`src/rtl/btn_event_arbiter_pkg.sv`:
```
// Shared types and defaults for the button event arbiter.
// Holds the arbiter FSM states, the default timing constants and the evt_id width helper.
package vga_input_pkg;

  typedef enum logic {
    IDLE  = 1'b0,
    OFFER = 1'b1
  } arb_state_t;

  localparam int DEF_DEBOUNCE_CYCLES = 250000;
  localparam int DEF_SYNC_STAGES     = 2;

  // A single input still needs a one-bit id port.
  function automatic int calc_id_w(input int n);
    return (n <= 1) ? 1 : $clog2(n);
  endfunction

endpackage

```
`src/rtl/btn_event_arbiter_if.sv`:
```
// Valid/ready event port carrying the index of a pressed button.
interface btn_event_arbiter_if #(
  parameter int ID_W = 2
) ();

  logic            evt_valid;
  logic            evt_ready;
  logic [ID_W-1:0] evt_id;

  modport master (
    output evt_valid,
    output evt_id,
    input  evt_ready
  );

  modport slave (
    input  evt_valid,
    input  evt_id,
    output evt_ready
  );

endinterface

```
`src/rtl/btn_event_arbiter_debounce.sv`:
```
// One button channel: synchroniser, stable-count debouncer and rising-edge pulse.
module btn_debounce
  import vga_input_pkg::*;
#(
  parameter int SYNC_STAGES     = DEF_SYNC_STAGES,
  parameter int DEBOUNCE_CYCLES = DEF_DEBOUNCE_CYCLES
) (
  input  logic clk,
  input  logic rst_n,
  input  logic raw,
  output logic level,
  output logic rise
);

  localparam int               CNT_W    = $clog2(DEBOUNCE_CYCLES + 1);
  localparam logic [CNT_W-1:0] CNT_LAST = CNT_W'(DEBOUNCE_CYCLES - 1);

  logic [SYNC_STAGES-1:0] r_sync;
  logic [CNT_W-1:0]       r_cnt;
  logic                   r_level;
  logic                   r_rise;
  logic                   w_s;

  assign w_s   = r_sync[SYNC_STAGES-1];
  assign level = r_level;
  assign rise  = r_rise;

  // Rise is registered alongside the level so both change on the same edge.
  always_ff @(posedge clk or negedge rst_n) begin
    if (!rst_n) begin
      r_sync  <= '0;
      r_cnt   <= '0;
      r_level <= 1'b0;
      r_rise  <= 1'b0;
    end else begin
      r_sync <= {r_sync[SYNC_STAGES-2:0], raw};
      r_rise <= 1'b0;
      if (w_s == r_level) begin
        r_cnt <= '0;
      end else if (r_cnt == CNT_LAST) begin
        r_level <= w_s;
        r_cnt   <= '0;
        r_rise  <= w_s;
      end else begin
        r_cnt <= r_cnt + CNT_W'(1);
      end
    end
  end

endmodule

```
`src/rtl/btn_event_arbiter.sv`:
```
// Debounced push-buttons serialised into one-shot press events by a round-robin scheduler.
module btn_event_arbiter
  import vga_input_pkg::*;
#(
  parameter int N_IN            = 4,
  parameter int SYNC_STAGES     = DEF_SYNC_STAGES,
  parameter int DEBOUNCE_CYCLES = DEF_DEBOUNCE_CYCLES
) (
  input  logic                clk,
  input  logic                rst_n,
  input  logic [N_IN-1:0]     btn_raw,
  btn_event_arbiter_if.master evt,
  output logic [N_IN-1:0]     btn_level,
  output logic [N_IN-1:0]     drop_pulse
);

  localparam int ID_W = calc_id_w(N_IN);

  logic [N_IN-1:0]   w_level;
  logic [N_IN-1:0]   w_rise;
  logic [N_IN-1:0]   w_req;
  logic [N_IN-1:0]   w_clr;
  logic [2*N_IN-1:0] w_req2;
  logic              w_hs;
  logic              w_found;
  logic [ID_W-1:0]   w_pick;

  arb_state_t        r_state;
  arb_state_t        w_state_nxt;
  logic              r_valid;
  logic              w_valid_nxt;
  logic [ID_W-1:0]   r_id;
  logic [ID_W-1:0]   w_id_nxt;
  logic [ID_W-1:0]   r_last;
  logic [N_IN-1:0]   r_pend;
  logic [N_IN-1:0]   r_drop;

  for (genvar gi = 0; gi < N_IN; gi++) begin : g_btn
    btn_debounce #(
      .SYNC_STAGES     (SYNC_STAGES),
      .DEBOUNCE_CYCLES (DEBOUNCE_CYCLES)
    ) u_deb (
      .clk   (clk),
      .rst_n (rst_n),
      .raw   (btn_raw[gi]),
      .level (w_level[gi]),
      .rise  (w_rise[gi])
    );
  end

  assign btn_level     = w_level;
  assign drop_pulse    = r_drop;
  assign evt.evt_valid = r_valid;
  assign evt.evt_id    = r_id;

  assign w_hs  = r_valid & evt.evt_ready;
  // A rise this cycle is offered straight away instead of waiting for the pending flag.
  assign w_req = r_pend | w_rise;

  always_comb begin
    w_clr = '0;
    for (int i = 0; i < N_IN; i++) begin
      if (w_hs && (int'(r_id) == i)) w_clr[i] = 1'b1;
    end
  end

  // Rotate so bit 0 is the input just after the last grant; lowest set bit wins.
  always_comb begin
    w_req2  = {w_req, w_req} >> (int'(r_last) + 1);
    w_found = 1'b0;
    w_pick  = '0;
    for (int j = N_IN - 1; j >= 0; j--) begin
      if (w_req2[j]) begin
        w_found = 1'b1;
        w_pick  = ID_W'((int'(r_last) + 1 + j) % N_IN);
      end
    end
  end

  always_comb begin
    w_state_nxt = r_state;
    w_valid_nxt = r_valid;
    w_id_nxt    = r_id;
    case (r_state)
      IDLE: begin
        if (w_found) begin
          w_valid_nxt = 1'b1;
          w_id_nxt    = w_pick;
          w_state_nxt = OFFER;
        end
      end
      OFFER: begin
        if (w_hs) begin
          w_valid_nxt = 1'b0;
          w_state_nxt = IDLE;
        end
      end
      default: begin
        w_valid_nxt = 1'b0;
        w_state_nxt = IDLE;
      end
    endcase
  end

  always_ff @(posedge clk or negedge rst_n) begin
    if (!rst_n) begin
      r_state <= IDLE;
      r_valid <= 1'b0;
      r_id    <= '0;
      r_last  <= ID_W'(N_IN - 1);
    end else begin
      r_state <= w_state_nxt;
      r_valid <= w_valid_nxt;
      r_id    <= w_id_nxt;
      if (w_hs) r_last <= r_id;
    end
  end

  // A new press on an input whose flag survives this cycle is reported as dropped.
  always_ff @(posedge clk or negedge rst_n) begin
    if (!rst_n) begin
      r_pend <= '0;
      r_drop <= '0;
    end else begin
      r_pend <= w_rise | (r_pend & ~w_clr);
      r_drop <= w_rise & r_pend & ~w_clr;
    end
  end

endmodule

```
`src/flat_wrapper.sv`:
```
// flat-port wrapper written by rule: the top's interface ports become plain ports
module btn_event_arbiter_flat import vga_input_pkg::*;
#(
  parameter int N_IN            = 4,
  parameter int SYNC_STAGES     = DEF_SYNC_STAGES,
  parameter int DEBOUNCE_CYCLES = DEF_DEBOUNCE_CYCLES
)
  (clk, rst_n, btn_raw, btn_level, drop_pulse, evt_evt_valid, evt_evt_id, evt_evt_ready);
  btn_event_arbiter_if evt_i ();
  input  logic clk;
  input  logic rst_n;
  input  logic [N_IN-1:0] btn_raw;
  output logic [N_IN-1:0] btn_level;
  output logic [N_IN-1:0] drop_pulse;
  output wire logic [$bits(evt_i.evt_valid)-1:0] evt_evt_valid;
  output wire logic [$bits(evt_i.evt_id)-1:0] evt_evt_id;
  input wire logic [$bits(evt_i.evt_ready)-1:0] evt_evt_ready;
  assign evt_evt_valid = evt_i.evt_valid;
  assign evt_evt_id = evt_i.evt_id;
  assign evt_i.evt_ready = evt_evt_ready;
  btn_event_arbiter #(.N_IN(N_IN), .SYNC_STAGES(SYNC_STAGES), .DEBOUNCE_CYCLES(DEBOUNCE_CYCLES)) u_core (.clk(clk), .rst_n(rst_n), .btn_raw(btn_raw), .evt(evt_i), .btn_level(btn_level), .drop_pulse(drop_pulse));
endmodule
```
`config.mk`:
```
export PLATFORM = sky130hd
export DESIGN_NAME = btn_event_arbiter_flat
export DESIGN_NICKNAME = d
export VERILOG_FILES = /design/src/rtl/btn_event_arbiter_pkg.sv /design/src/rtl/btn_event_arbiter_if.sv /design/src/rtl/btn_event_arbiter_debounce.sv /design/src/rtl/btn_event_arbiter.sv /design/src/flat_wrapper.sv
export SDC_FILE = /design/constraint.sdc
export NUM_CORES = 1
export LEC_CHECK = 0
export CAP_MARGIN = 25
export CELL_PAD_IN_SITES_DETAIL_PLACEMENT = 0
export CELL_PAD_IN_SITES_GLOBAL_PLACEMENT = 1
export CORE_UTILIZATION = 33
export DETAILED_ROUTE_END_ITERATION = 8
export PLACE_DENSITY_LB_ADDON = 0.1
export SLEW_MARGIN = 5
export SYNTH_ARGS = -nofsm -noshare
export SYNTH_HDL_FRONTEND = slang
export SYNTH_SLANG_ARGS = --single-unit
```
`constraint.sdc`:
```
create_clock -name clk -period 2.9 [get_ports clk]
set_input_delay 0.87 -clock clk [delete_from_list [all_inputs] [get_ports clk]]
set_output_delay 0.87 -clock clk [all_outputs]
set_load 0.02 [all_outputs]
```
Yosys cells after proc, flatten, opt, wreduce, memory -nomap -nowiden. Cells that the tools add are included.

Output and inout port bits: 11. Register bits: 102. Input port bits: 7. Word-level logic and storage cells: 101.

Equal/unequal tests: 13. Multiplexer cells: 34. Shift-type cells: 1. $add $sub $neg: 8. Bitwise operators: 12. Reduce and logical (&&, ||, !) cells: 11.

Operators by type and width (number): two-way mux 18 bit (8); adder 18 x 1 -> 18 bit, second input constant (4); == test 18 bit, second input constant (4); two-way mux 1 bit (20); bitwise AND 4 bit (3); AND reduction 2 bit (6); two-way mux 2 bit (4); bitwise OR 4 bit (2); right shift 8 x 3 -> 4 bit (1); NOT 1 bit (5); adder 2 bit, second input constant (2); == test 1 bit (4); == test 2 bit, second input constant (2); logical AND 1 bit (4); != test 2 x 1 -> 1 bit, second input constant (2); NOT 4 bit (1); one-hot mux 1 bit (2 select lines) (2); adder 2 x 1 -> 3 bit, second input constant (1); adder 2 x 1 -> 2 bit, second input constant (1); == test 2 x 1 -> 1 bit, second input constant (1); zero test 2 bit (1); bitwise AND 1 bit (1).

Depth between registers and ports, before layout.
Word-level depth: 8. Gate-level depth with buffers: 7.

Hierarchy. From an unflattened synthesis, not the netlist that was laid out.

Cell total of the unflattened synthesis: 461. Area, all modules: 4852.2 sq um.

Modules (own cells, without submodules): btn_debounce (area each 1059.8 sq um, instances 4, cells an instance 100, seq. area each 550.5 sq um); btn_event_arbiter (area each 613.1 sq um, instances 1, cells an instance 61, seq. area each 352.8 sq um).

Least setup slack after synthesis. OpenSTA, ideal clock, no wires.

Path type: reg-to-reg. Start point: register u_core.g_btn[1].u_deb.r_cnt[10]. End point: register u_core.g_btn[1].u_deb.r_cnt[11]. Period minus slack after synthesis: 2.017 ns. Arrival time: 1.898 ns. Stages on the path, launching flop included: 6. Slack: 0.883 ns. Data required time: 2.781 ns. Buffers on the path: 1. Cell sequence: dfrtp_1 > or4_1 > or4_4 > o21ai_4 > buf_6 > nor2_1.

Longest elaborated chain between the ends: 3. Elaborated cells on any way between the ends: 4. Those cells by class: add/sub (1); eq/ne (1); mux (2).

RTL lines: from (decl) (line btn_event_arbiter_debounce.sv:19) `logic [CNT_W-1:0] r_cnt;`; from (signal assigned) (line btn_event_arbiter_debounce.sv:45) `r_cnt <= r_cnt + CNT_W'(1);`; adder 18 x 1 -> 18 bit or == test 18 bit (tied branches) (line btn_event_arbiter_debounce.sv:45, btn_event_arbiter_debounce.sv:40); two-way mux 18 bit * (line btn_event_arbiter_debounce.sv:40) `end else if (r_cnt == CNT_LAST) begin`; two-way mux 18 bit * (line btn_event_arbiter_debounce.sv:38) `if (w_s == r_level) begin`.

Every way passes the cells marked *; elsewhere a longest branch is shown, timed or not. A chain may end at the register's enable or synchronous reset.

Worst setup path after layout.
Start point: register u_core.r_valid, in the netlist u_core.evt.evt_valid. End point: output evt_evt_valid.

RTL lines: from (decl) (line btn_event_arbiter.sv:30) `logic r_valid;`; from (signal assigned) (line btn_event_arbiter.sv:113) `r_valid <= w_valid_nxt;`; to (decl) (line flat_wrapper.sv:15) `output wire logic [$bits(evt_i.evt_valid)-1:0] evt_evt_valid;`.

No word-level cell between the ends.

==> results by group <==
Worst hold path
  – Hold path start: u_core.g_btn[3].u_deb.r_sync[0]$_DFF_PN0_
  – Hold/Removal Path Class: flop to flop

Global routing
  – GR Layer Usage met2: 23.41%
  – First-pass GRT wire length: ~17000 microns
  – Met3 usage: ~5.1%
  – Most used routing layer: met2
  – Vias in the first global route: approximately 3400
  – Antenna violations before repair: 0
  – Largest net degree at the start of global routing: 43
  – Global Route Usage Sum: 14.78%
  – Grt met1 use: about 19%
  – Total grt overflow: 0

Logic synthesis
  – Yosys Warn Count: 0
  – Avg Inst Size Synth: around 10 sq um
  – Simple-gate share of the synthesized area: between 20% and 30%
  – Synthesized Nets: between 400 and 500
  – Synth top area share: a little over half
  – Synth top cells by count: dfrtp_1, nor2_1, xnor2_1, nand3_1, nand2_1
  – Mapped Area: approximately 4700 sq um
  – Most used DFF post-synth: dfrtp_1
  – Adder-cell share of the synthesized area: under 10%
  – Number of enable flip-flop cells after synthesis: 0
  – Cell taking the most area after synthesis: dfrtp_1
  – Yosys cell types: 47
  – Post-Syn Instances: between 400 and 500
  – Synth Register Bits: 102
  – FFs w/ async S/R, synth: between 90% and 100%
  – Synth Area in Compound Gates: 4.854%
  – XOR/XNOR Fraction of Synth Area: between 10% and 20%
  – Most frequent cell after synthesis: dfrtp_1
  – Top post-synthesis cells by area: dfrtp_1, xnor2_1, nor2_1, xor2_1, nand3_1
  – Mux cell area share after synthesis: less than 1%
  – Sequential area share after synthesis: a little over half
  – Combinational family with the most area after synthesis: simple AND/OR/NAND/NOR gates

Floorplanning
  – DIE WIDTH: around 120 microns
  – Die height: ~120 microns
  – Die footprint: between 10000 and 15000 sq um
  – Starting Density: 34.04%
  – # rows: 43
  – Core Box Area: approximately 14000 sq um
  – Io pins: 18

Status
  – Status: finished clean

Flow run
  – Max_cap viols: 0

Timing
  – Least-Margin Pin Slew: 493.0 ps
  – Fmax achieved: between 400 and 500 MHz
  – Final WS setup: roughly 530 ps
  – Setup TNS: 0 ps
  – Max Clock Skew: 7.133 ps
  – Tmin final: about 2400 ps
  – Part of the cycle the worst path needs: around 80%
  – Slew HR: 67.01%
  – Slew Limit Fails: 0
  – RSZ-0062 raised after global routing: no
  – # setup viols final: 0
  – Hold Fails Final Rpt: 0

Critical path
  – CP Cell Sequence: clkdlybuf4s50_1
  – CP Launch Type: flop
  – Crit-path max cell delay: approximately 670 ps
  – RR Startpoint: u_core.g_btn[1].u_deb.r_cnt[10]$_DFF_PN0_
  – Worst Path Max Fanout: 8
  – Crit path DAT: ~1500 ps
  – Crit path kind: flop to output pin
  – Crit path max-delay family: buffers and inverters
  – Worst EP required: 2030 ps
  – Crit path from: u_core.evt.evt_valid$_DFFE_PN0P_
  – CP Buf/Inv Count: 1
  – Worst path slowest cell: clkdlybuf4s50_1
  – CP Capture Type: output pin

Final layout
  – Multi-input logic area: a little over 2000 sq um
  – Total inserted antenna cells: 0
  – Number of fill cells: roughly 1400
  – Ratio of cells with drive above 1 in the final layout: between 6 and 7%
  – Sequential cell area: about 2600 sq um
  – Syn-to-layout area delta: 13.82%
  – Non-Filler Instances: just under 700
  – Final core occ: 38.74%
  – Fin nets: 502

Clock network
  – Skew-Pair Late Insertion Delay: ~340 ps
  – Cts bufs inserted: 9
  – Sink Count: about 100
  – Post-cts hold buffer count: 0
  – Post-CTS sizing: 0
  – Clk pin slew, worst setup/hold paths: ~60 ps
  – CTS max path bufs: 2
  – Postcts setup bufs: 0
  – Max H-tree Level: 3
  – CTS tree: yes
  – Root Driver: clkbuf_16

Route
  – Vias per inst: about 5.1
  – First-iteration detailed-routing DRC count: roughly 190
  – Final WL: 9680 microns
  – Pre-antenna DRT Iters: 5
  – WL/cell: about 14 microns
  – Antenna viol nets, final: 0
  – Remaining DRCs: 0
  – Via count: approximately 3400

Power and ir drop
  – Power Dens Cells: between 500 and 600 nW/um^2
  – VDD IR max: between 0.0002 and 0.0003 V
  – Leak: ~2.2 nW

Place
  – Dpl cells: 660
  – RePlAce Congestion: between 0.7 and 0.8
  – Detailed Place HPWL: around 6600 microns
  – I/O Buffers: 17
  – Dpl ws: 662.4 ps
==> registers in the layout, indices dropped and copies added (netlist names), 2 cells and up <==
register                   cells
u_core.drop_pulse              4
u_core.evt.evt_id              2
u_core.g_btn.u_deb.level       4
u_core.g_btn.u_deb.r_cnt      72
u_core.g_btn.u_deb.r_sync      8
u_core.g_btn.u_deb.rise        4
u_core.r_last                  2
u_core.r_pend                  4
==> through the flow <==
stage | cell area [sq um] | hold slack (ps) | power (mW)
2_1_floorplan | 4743 | 331.2 | 1.782
3_5_place_dp | 5141 | 335.6 | 1.941
4_1_cts | 5399 | 357.7 | 3.069
3_3_place_gp | 5141 | 334.5 | 1.942
6_report | 5399 | 354.5 | 3.011
5_1_grt | 5399 | 363.4 | 3.170
==> cell type report <==
type / instances / area share (%)
Timing Repair Buffer: 25 / 4.450
Multi-Input combinational cell: 338 / 38.24
Inverter: 15 / 1.043
Sequential cell: 102 / 47.32
Tap cell: 180 / 4.171
Clock buffer: 15 / 4.774
==> cells in the final DEF (no fill, tap or decap), drive strengths merged, types with 2 or more instances in the layout <==
| master | count |
|---|---|
| xor2 | 19 |
| nand2 | 26 |
| nor3 | 11 |
| o21ai | 11 |
| ha | 4 |
| nor4 | 24 |
| inv | 15 |
| or3 | 3 |
| and4 | 4 |
| buf | 9 |
| a31oi | 3 |
| mux2 | 3 |
| nor2 | 80 |
| o22ai | 2 |
| dfstp | 2 |
| clkbuf | 15 |
| or4b | 3 |
| dfrtp | 100 |
| nand4 | 23 |
| clkdlybuf4s50 | 16 |
| a21oi | 9 |
| and3 | 7 |
| nor3b | 6 |
| o31ai | 4 |
| xnor2 | 43 |
| or4 | 8 |
| nor2b | 2 |
| or2 | 2 |
| nand3 | 30 |
==> layer usage <==
layer | up-vias | wire [microns] | share of wire [%]
met5 | - | 0 | 0
met4 | 0 | 89 | 0.92
met3 | 7 | 414 | 4.3
met2 | 67 | 4473 | 46
met1 | 1690 | 4703 | 49
li1 | 1682 | - | -
==> final timing paths <==
kind | end | slack, ps | depth (start not counted)
hold reg to reg | u_core.g_btn[3].u_deb.r_sync[1]$_DFF_PN0_ | 350 | 0
max in group asynchronous | u_core.g_btn[1].u_deb.r_cnt[14]$_DFF_PN0_ | 1800 | 2
min in group asynchronous | u_core.g_btn[2].u_deb.r_cnt[3]$_DFF_PN0_ | 480 | 1
hold / removal | u_core.g_btn[3].u_deb.r_sync[1]$_DFF_PN0_ | 350 | 0
setup / recovery | evt_evt_valid | 530 | 1
setup reg to reg | u_core.g_btn[1].u_deb.r_cnt[10]$_DFF_PN0_ | 670 | 4
==> kinds of logic (layout without fill, tap and decap cells) <==
kind of cell,after synthesis,after routing
adders and majority gates,4,4
and+or+nand+nor,234,234
muxes,3,3
AOI/OAI and AO/OA,35,35
DFF,102,102
buffers and inverters,26,55
xor gates and xnor gates,62,62
==> worst reg2reg max path: cells and delay by family (launching register included) <==
| family | cells | cell delay, ps |
|---|---|---|
| and+or+nand+nor | 3 | 1240 |
| DFF | 1 | 430 |
| AOI/OAI and AO/OA | 1 | 430 |
==> power breakdown <==
part | switching [mW] | internal, mW
logic | 0.175 | 0.130
registers | 0.0995 | 1.51
clock network | 0.496 | 0.604
(Power assumes the default switching activity.)
